<file path="src/rtl/reg_scoreboard_pkg.sv">
// Shared register-scoreboard parameters and flush-recovery FSM encoding.
package reg_scoreboard_pkg;

    localparam int unsigned NREG   = 16;
    localparam int unsigned NAME_W = 4;

    typedef enum logic [1:0] {
        RUN    = 2'd0,
        DRAIN  = 2'd1,
        RESUME = 2'd2
    } sb_state_e;

endpackage

</file>
<file path="src/rtl/reg_scoreboard_sb_hazard.sv">
// Combinational RAW/WAW hazard check against the busy vector; a same-cycle
// writeback releases its register because the register file writes before read.
module sb_hazard #(
    parameter int unsigned NREG   = 16,
    parameter int unsigned NAME_W = 4
) (
    input  logic [NREG-1:0]   busy_i,
    input  logic [NAME_W-1:0] issue_rd_i,
    input  logic [NAME_W-1:0] issue_rs_i,
    input  logic              issue_rd_use_i,
    input  logic              issue_rs_use_i,
    input  logic              issue_wb_i,
    input  logic              wb_v_i,
    input  logic [NAME_W-1:0] wb_rd_i,
    output logic              hazard_o
);

    logic [NREG-1:0] busy_eff;

    always_comb begin
        busy_eff = busy_i;
        if (wb_v_i) begin
            busy_eff[wb_rd_i] = 1'b0;
        end
        // rd is checked both as a read source and as a WAW target
        hazard_o = ((issue_rd_use_i | issue_wb_i) & busy_eff[issue_rd_i])
                 | (issue_rs_use_i & busy_eff[issue_rs_i]);
    end

endmodule

</file>
<file path="src/rtl/reg_scoreboard.sv">
// Register scoreboard with flush drain/refetch FSM.
// Define SCOREBOARD_STATS_EN to add the saturating stall_cnt_o counter.
module reg_scoreboard #(
    parameter int unsigned NREG   = reg_scoreboard_pkg::NREG,
    parameter int unsigned NAME_W = reg_scoreboard_pkg::NAME_W
) (
    input  logic              clk,
    input  logic              rst,
    input  logic              issue_v_i,
    input  logic [NAME_W-1:0] issue_rd_i,
    input  logic [NAME_W-1:0] issue_rs_i,
    input  logic              issue_rd_use_i,
    input  logic              issue_rs_use_i,
    input  logic              issue_wb_i,
    input  logic              wb_v_i,
    input  logic [NAME_W-1:0] wb_rd_i,
    input  logic              flush_i,
    output logic              stall_o,
    output logic              issue_ok_o,
    output logic [NREG-1:0]   busy_o
`ifdef SCOREBOARD_STATS_EN
    ,
    output logic [15:0]       stall_cnt_o
`endif
);

    import reg_scoreboard_pkg::*;

    sb_state_e       state_q, state_d;
    logic [NREG-1:0] busy_q, busy_d;
    logic            hazard;
    logic            stall, issue_ok;

    sb_hazard #(
        .NREG   (NREG),
        .NAME_W (NAME_W)
    ) u_hazard (
        .busy_i         (busy_q),
        .issue_rd_i     (issue_rd_i),
        .issue_rs_i     (issue_rs_i),
        .issue_rd_use_i (issue_rd_use_i),
        .issue_rs_use_i (issue_rs_use_i),
        .issue_wb_i     (issue_wb_i),
        .wb_v_i         (wb_v_i),
        .wb_rd_i        (wb_rd_i),
        .hazard_o       (hazard)
    );

    always_comb begin
        // gating with rst keeps both outputs low while reset is held
        stall    = rst & issue_v_i & (hazard | (state_q != RUN));
        issue_ok = rst & issue_v_i & ~stall & ~flush_i;

        busy_d = busy_q;
        if (wb_v_i) begin
            busy_d[wb_rd_i] = 1'b0;
        end
        if (issue_ok & issue_wb_i) begin
            busy_d[issue_rd_i] = 1'b1;
        end

        state_d = state_q;
        case (state_q)
            RUN: begin
                if (flush_i) begin
                    state_d = ((busy_q == '0) && !wb_v_i) ? RESUME : DRAIN;
                end
            end
            DRAIN:   if (busy_d == '0) state_d = RESUME;
            RESUME:  state_d = RUN;
            default: state_d = RUN;
        endcase
    end

    always_ff @(posedge clk or negedge rst) begin
        if (!rst) begin
            state_q <= RUN;
            busy_q  <= '0;
        end else begin
            state_q <= state_d;
            busy_q  <= busy_d;
        end
    end

    assign stall_o    = stall;
    assign issue_ok_o = issue_ok;
    assign busy_o     = busy_q;

`ifdef SCOREBOARD_STATS_EN
    logic [15:0] stall_cnt_q, stall_cnt_d;

    always_comb begin
        stall_cnt_d = stall_cnt_q;
        if (stall && (stall_cnt_q != '1)) begin
            stall_cnt_d = stall_cnt_q + 16'd1;
        end
    end

    always_ff @(posedge clk or negedge rst) begin
        if (!rst) begin
            stall_cnt_q <= '0;
        end else begin
            stall_cnt_q <= stall_cnt_d;
        end
    end

    assign stall_cnt_o = stall_cnt_q;
`endif

endmodule
</file>
<file path="config.mk">
export PLATFORM = sky130hd
export DESIGN_NAME = reg_scoreboard
export DESIGN_NICKNAME = d
export VERILOG_FILES = /design/src/rtl/reg_scoreboard_pkg.sv /design/src/rtl/reg_scoreboard_sb_hazard.sv /design/src/rtl/reg_scoreboard.sv
export SDC_FILE = /design/constraint.sdc
export NUM_CORES = 1
export LEC_CHECK = 0
export ABC_AREA = 1
export BUFFER_PORTS_ARGS = -buffer_cell sky130_fd_sc_hd__clkbuf_2
export CAP_MARGIN = 5
export CORE_MARGIN = 5
export CORE_UTILIZATION = 30
export DETAILED_ROUTE_END_ITERATION = 12
export PLACE_DENSITY_LB_ADDON = 0.12
export SYNTH_ARGS = -nofsm -noshare
export SYNTH_HDL_FRONTEND = slang
export SYNTH_HIERARCHICAL = 1
export SYNTH_SLANG_ARGS = --single-unit
</file>
<file path="constraint.sdc">
create_clock -name clk -period 4.35 [get_ports clk]
set_input_delay 0.87 -clock clk [delete_from_list [all_inputs] [get_ports clk]]
set_output_delay 0.87 -clock clk [all_outputs]
set_load 0.01 [all_outputs]
</file>
# --- Word level (Yosys, flattened, before mapping) ---
# Cells that the tools add are included.
word_totals:
  regBits: 18
  latch_bits: 0
  mem_bits_rw: 0
  rom_bits: 0
  input_bits: 20
  output_inout_bits: 18
  word_cells: 48
  mem_count: 0
op_classes:
  addsub: 0
  mul: 0
  div_mod_pow: 0
  order_cmp: 5
  eq_ne: 3
  n_shift: 0
  n_mux: 14
  bitwise_logic: 15
  n_reduce_logical: 9
op_table:
  columns: ["operator", "n"]
  rows:
  - ["16-bit zero test", 2]
  - ["16-bit two-way mux", 2]
  - ["16-bit AND", 1]
  - ["16-bit inverter", 1]
  - ["16-bit OR", 1]
  - ["4-bit by 5-bit less-than comparator with 1-bit output (second input constant)", 3]
  - ["1-bit binary-select mux with 4-bit select", 2]
  - ["1-bit demux with 4-bit select", 2]
  - ["4-bit by 1-bit greater-or-equal comparator with 1-bit output (second input constant)", 2]
  - ["1-bit AND", 7]
  - ["2-bit two-way mux", 3]
  - ["1-bit two-way mux", 4]
  - ["2-bit != test (second input constant)", 2]
  - ["2-bit one-hot mux with 2 select lines", 1]
  - ["1-bit logical AND", 3]
  - ["1-bit OR", 3]
  - ["2-bit by 1-bit == test with 1-bit output (second input constant)", 1]
  - ["2-bit zero test", 1]
  - ["1-bit inverter", 2]
  - ["2-bit AND reduction", 1]
  - ["2-bit nonzero test", 1]
  - ["1-bit zero test", 1]

# --- Logic depth before layout (Yosys ltp) ---
depth:
  word_depth: 21
  mapped_depth: 21
  mapped_depth_nobuf: 20

# --- Modules after synthesis ---
# Netlist, hierarchy kept.
by_module_without_submodules:
  columns: ["module", "n_inst", "cells_per_inst", "area_per_inst_um2", "seq_area_each_um2"]
  rows:
  - ["reg_scoreboard", 1, 153, 1157.4, 450.4]
  - ["sb_hazard", 1, 104, 508.0, 0.0]

# --- Least setup slack after synthesis ---
# No wires, ideal clock.
synth_timing:
  path_type: "input port to output port"
  startpoint: "input port wb_rd_i[3]"
  endpoint: "output port issue_ok_o"
  t_arrival_ns: 1.976
  required_ns: 3.480
  path_slack_ns: 1.504
  stages: 13
  n_path_buf: 1
  cell_sequence: "inv_1 > nor2_1 > nand3_1 > nand3_1 > nand3_1 > nand3_1 > nand3_1 > nand3_1 > nand2_1 > inv_2 > nand2_2 > nor2_8 > buf_12"
synth_via:
  elab_chain_cells: 16
  elab_cells_between_ends: 20
  cone_classes: "order compare: 2; mux: 7; bitwise: 10; reduce/logical: 1"
synth_rtl:
  columns: ["element", "line_no", "text"]
  rows:
  - ["from (decl)", "reg_scoreboard.sv:16", "input logic [NAME_W-1:0] wb_rd_i,"]
  - ["4-bit by 5-bit less-than comparator with 1-bit output (not written as such) / 4-bit by 1-bit greater-or-equal comparator with 1-bit output (equally long branches)", "reg_scoreboard_sb_hazard.sv:23", "busy_eff[wb_rd_i] = 1'b0;"]
  - ["1-bit logical AND (not written as such)", "reg_scoreboard_sb_hazard.sv:23", null]
  - ["1-bit two-way mux (not written as such)", "reg_scoreboard_sb_hazard.sv:23", null]
  - ["1-bit demux with 4-bit select *", null, null]
  - ["16-bit inverter (no source line) *", null, null]
  - ["16-bit AND (no source line) *", null, null]
  - ["16-bit two-way mux *", "reg_scoreboard_sb_hazard.sv:22", "if (wb_v_i) begin"]
  - ["1-bit binary-select mux with 4-bit select, on equally long branches", "reg_scoreboard_sb_hazard.sv:26, reg_scoreboard_sb_hazard.sv:27", null]
  - ["1-bit two-way mux, on equally long branches", "reg_scoreboard_sb_hazard.sv:26, reg_scoreboard_sb_hazard.sv:27", null]
  - ["1-bit AND, on equally long branches", "reg_scoreboard_sb_hazard.sv:26, reg_scoreboard_sb_hazard.sv:27", null]
  - ["1-bit OR *", "reg_scoreboard_sb_hazard.sv:27", "| (issue_rs_use_i & busy_eff[issue_rs_i]);"]
  - ["via hazard", "reg_scoreboard.sv:31", "logic hazard;"]
  - ["1-bit OR *", "reg_scoreboard.sv:51", "stall = rst & issue_v_i & (hazard | (state_q != RUN));"]
  - ["1-bit AND *", "reg_scoreboard.sv:51", null]
  - ["1-bit inverter *", "reg_scoreboard.sv:52", "issue_ok = rst & issue_v_i & ~stall & ~flush_i;"]
  - ["1-bit AND * (2 in series)", "reg_scoreboard.sv:52", null]
  - ["to (decl)", "reg_scoreboard.sv:19", "output logic issue_ok_o,"]
# The timed path passes the listed nets; every way through them passes the cells marked *. The select of a mux whose other input is x is not followed.

# --- Worst setup path in the final report ---
layout_timing:
  startpoint: "input port wb_v_i"
  endpoint: "output port issue_ok_o"
layout_via:
  elab_chain_cells: 10
  elab_cells_between_ends: 13
  cone_classes: "mux: 5; bitwise: 8"
layout_rtl:
  columns: ["element", "line_no", "text"]
  rows:
  - ["from (decl)", "reg_scoreboard.sv:15", "input logic wb_v_i,"]
  - ["16-bit two-way mux *", "reg_scoreboard_sb_hazard.sv:22", null]
  - ["1-bit binary-select mux with 4-bit select, on equally long branches", "reg_scoreboard_sb_hazard.sv:26, reg_scoreboard_sb_hazard.sv:27", null]
  - ["1-bit two-way mux, on equally long branches", "reg_scoreboard_sb_hazard.sv:26, reg_scoreboard_sb_hazard.sv:27", null]
  - ["1-bit AND, on equally long branches", "reg_scoreboard_sb_hazard.sv:26, reg_scoreboard_sb_hazard.sv:27", null]
  - ["1-bit OR *", "reg_scoreboard_sb_hazard.sv:27", null]
  - ["via hazard", "reg_scoreboard.sv:31", null]
  - ["1-bit OR *", "reg_scoreboard.sv:51", null]
  - ["1-bit AND *", "reg_scoreboard.sv:51", null]
  - ["1-bit inverter *", "reg_scoreboard.sv:52", null]
  - ["1-bit AND * (2 in series)", "reg_scoreboard.sv:52", null]
# Marked as above.

==> results.tsv <==
metric	value	unit
status	finished, final reports clean	
worst_setup_path_end_kind	output port	
finalCritPeriodShare	82.3	%
dpl-instance-area	1870	um2
firstDrtPassIters	5	
clockRootBuffer	clkbuf_8	
die_h	84.5	um
antenna_cells	0	
antenna_found_initial	0	
timing_hold_violations_final	0	
ctsHtreeMaxLevel	1	
seqPwrFrac	40.9	%
final_cell_area	1910	um2
clkTransAtPathRegs	60	ps
ioPinCount	38	
rows	27	
nets	313	
synthTopCellsByArea	dfrtp_1 27%, nand3_1 25%, nand2_1 9.2%	
synth_area	1670	um2
yosys.area.top_type	dfrtp_1	
synth_fp_nets	277	
cellPowerDensity	268	nW/um2
hold_path_class	reg2reg	
clock_skew	2.45	ps
syn_area_per_cell	6.48	um2
relSlewSlack	64.2	%
synth_most_common_cell	nand3_1	
wl	5970	um
drv_cap	0	
fin_crit	3580	ps
drtIter0Drc	137	
synth_warnings	6	
max_freq	279	MHz
grt_pass1_vias	1892	
wl_per_cell	16.5	um
clock-sinks	18	
cts_buffer_depth	2	
p_sw	203	uW
via_count	1912	
start_kind	primary input	
pwr-share-clk	22.3	%
post_cts_buffers	0	
required	3480	ps
io_buffer_count	37	
hpwl	4660	um
ys_dominant_reg_cell	dfrtp_1	
p_int	310	uW
cts_inserted_buffers	3	
syn2layout_area_growth	14.9	%
grt_pass1_wl	9380	um
grt_use_total	16.4	%
drt.antenna.violating_nets	0	
dieArea	7140	um2
p_leak	0.000976	uW
cts_tree	done	
synth_top_area_share	27.0	%
netlist_instances	257	
drive_above_1_share	24.1	%
grt-ovfl-total	0	
synth-edff-count	0	
cts_hold_buf	0	
finalMaxSlewViolations	0	
setup_violations	0	
worstSetupPathType	in2out	
drc	0	
gp_congestion	0.951	
async_flop_share	100	%
power_frac_comb	36.8	%
worstPathArrival	2710	ps
synthTopCellsByCount	84 x nand3_1, 41 x nand2_1, 33 x nor2_1, 19 x inv_1, 18 x dfrtp_1	
worst_slew_pin_slew	537	ps
swShare	39.6	%
initial_core_util	30.6	%
ys_seq_area_share	27.0	%
ys_ff_latch	18	
ir_drop	0.106	mV
tns	0	ps
fillers	628	
via_per_inst	5.27	
die_x	84.5	um
clk_latency	250	ps
cts_resized	0	
rsz0062_at_grt	false	
worstPathMaxFanout	20	
core_region_area	5440	um2
grt_max_degree	21	
synth_cell_types	25	
==> state kept, by name, indices dropped and copies added, names as in the netlist <==
signal	flops
state_q	2
busy_o	16
==> area by class of cell <==
type,instances,area [um2],share of cell area (%)
repair buffers,37,185,9.68
well taps,72,90.1,4.71
flip-flops and latches,18,450,23.5
clock buffers,3,41.3,2.16
multi-input cells,208,1050,55.0
inverters,25,93.8,4.91
==> cells in the final DEF (no fill, tap or decap) <==
cell type  instances
or2_2              1
and3_2             1
a21oi_1            1
dfrtp_1           18
nand3b_1           2
inv_1             19
nand2_2            7
nand3_1           84
nor3_1             2
nor4_1             2
nor2_8             1
nor2_1            33
inv_2              6
clkbuf_8           3
nand2_1           41
nand3_2           10
nand3_4            1
o21ai_1           11
clkbuf_2          37
nor2_2             3
nand4_1            2
o21ai_0            6
==> per-stage QoR <==
| stage | util, % | total power, uW | setup WS (ps) | hold slack, ps | instances |
|---|---|---|---|---|---|
| 6_report | 35.2 | 514 | 771 | 572 | 363 |
| 3_3_place_gp | 34.4 | 403 | 760 | 554 | 360 |
| 5_1_grt | 35.2 | 550 | 577 | 625 | 363 |
| 4_1_cts | 35.2 | 517 | 786 | 570 | 363 |
| 2_1_floorplan | - | 333 | 1500 | 533 | 257 |
| 3_5_place_dp | 34.4 | 401 | 789 | 562 | 360 |
==> critical path, stage by stage <==
cell	delay (ps)
clkbuf_2	320
inv_1	70
nor2_1	210
nand2_1	130
nand3_1	90
nand3_1	100
nand3_1	100
nand3_1	70
nand3_1	80
nand2_1	60
inv_2	50
nand2_2	80
nor2_8	260
clkbuf_2	190
==> cells by family (layout without fill, tap and decap cells) <==
family          count (synthesis)  after routing  share of synthesized area (%)
flops                          18             18                           27.0
buf+inv                        31             65                           9.77
simple gates                  190            190                           57.8
compound gates                 18             18                           5.41
==> metal layers <==
layer / part of all wire, % / global-route usage (%)
met1: 43 / 21.0
met2: 49 / 27.8
met3: 5.9 / 3.04
met4: 2.2 / 5.18
met5: 0 / 0
==> worst paths after layout <==
check / slack (ps) / cells past startpoint / from / end
setup / recovery: 770 / 14 / wb_v_i / issue_ok_o
hold / removal: 570 / 3 / state_q[1] / state_q[0]
setup reg to reg: 2200 / 17 / busy_o[8] / state_q[0]
hold reg to reg: 570 / 3 / state_q[1] / state_q[0]
max in group asynchronous: 3400 / 1 / rst / busy_o[14]
min in group asynchronous: 590 / 1 / rst / busy_o[10]
==> power by group through the flow <==
stage	clock network, uW	registers, uW	logic [uW]
3_5_place_dp	0	213	188
4_1_cts	118	210	189
6_report	115	210	189
5_1_grt	124	213	212
3_3_place_gp	0	213	190
2_1_floorplan	0	209	124
No activity file was read; power rests on OpenSTA's default activity.
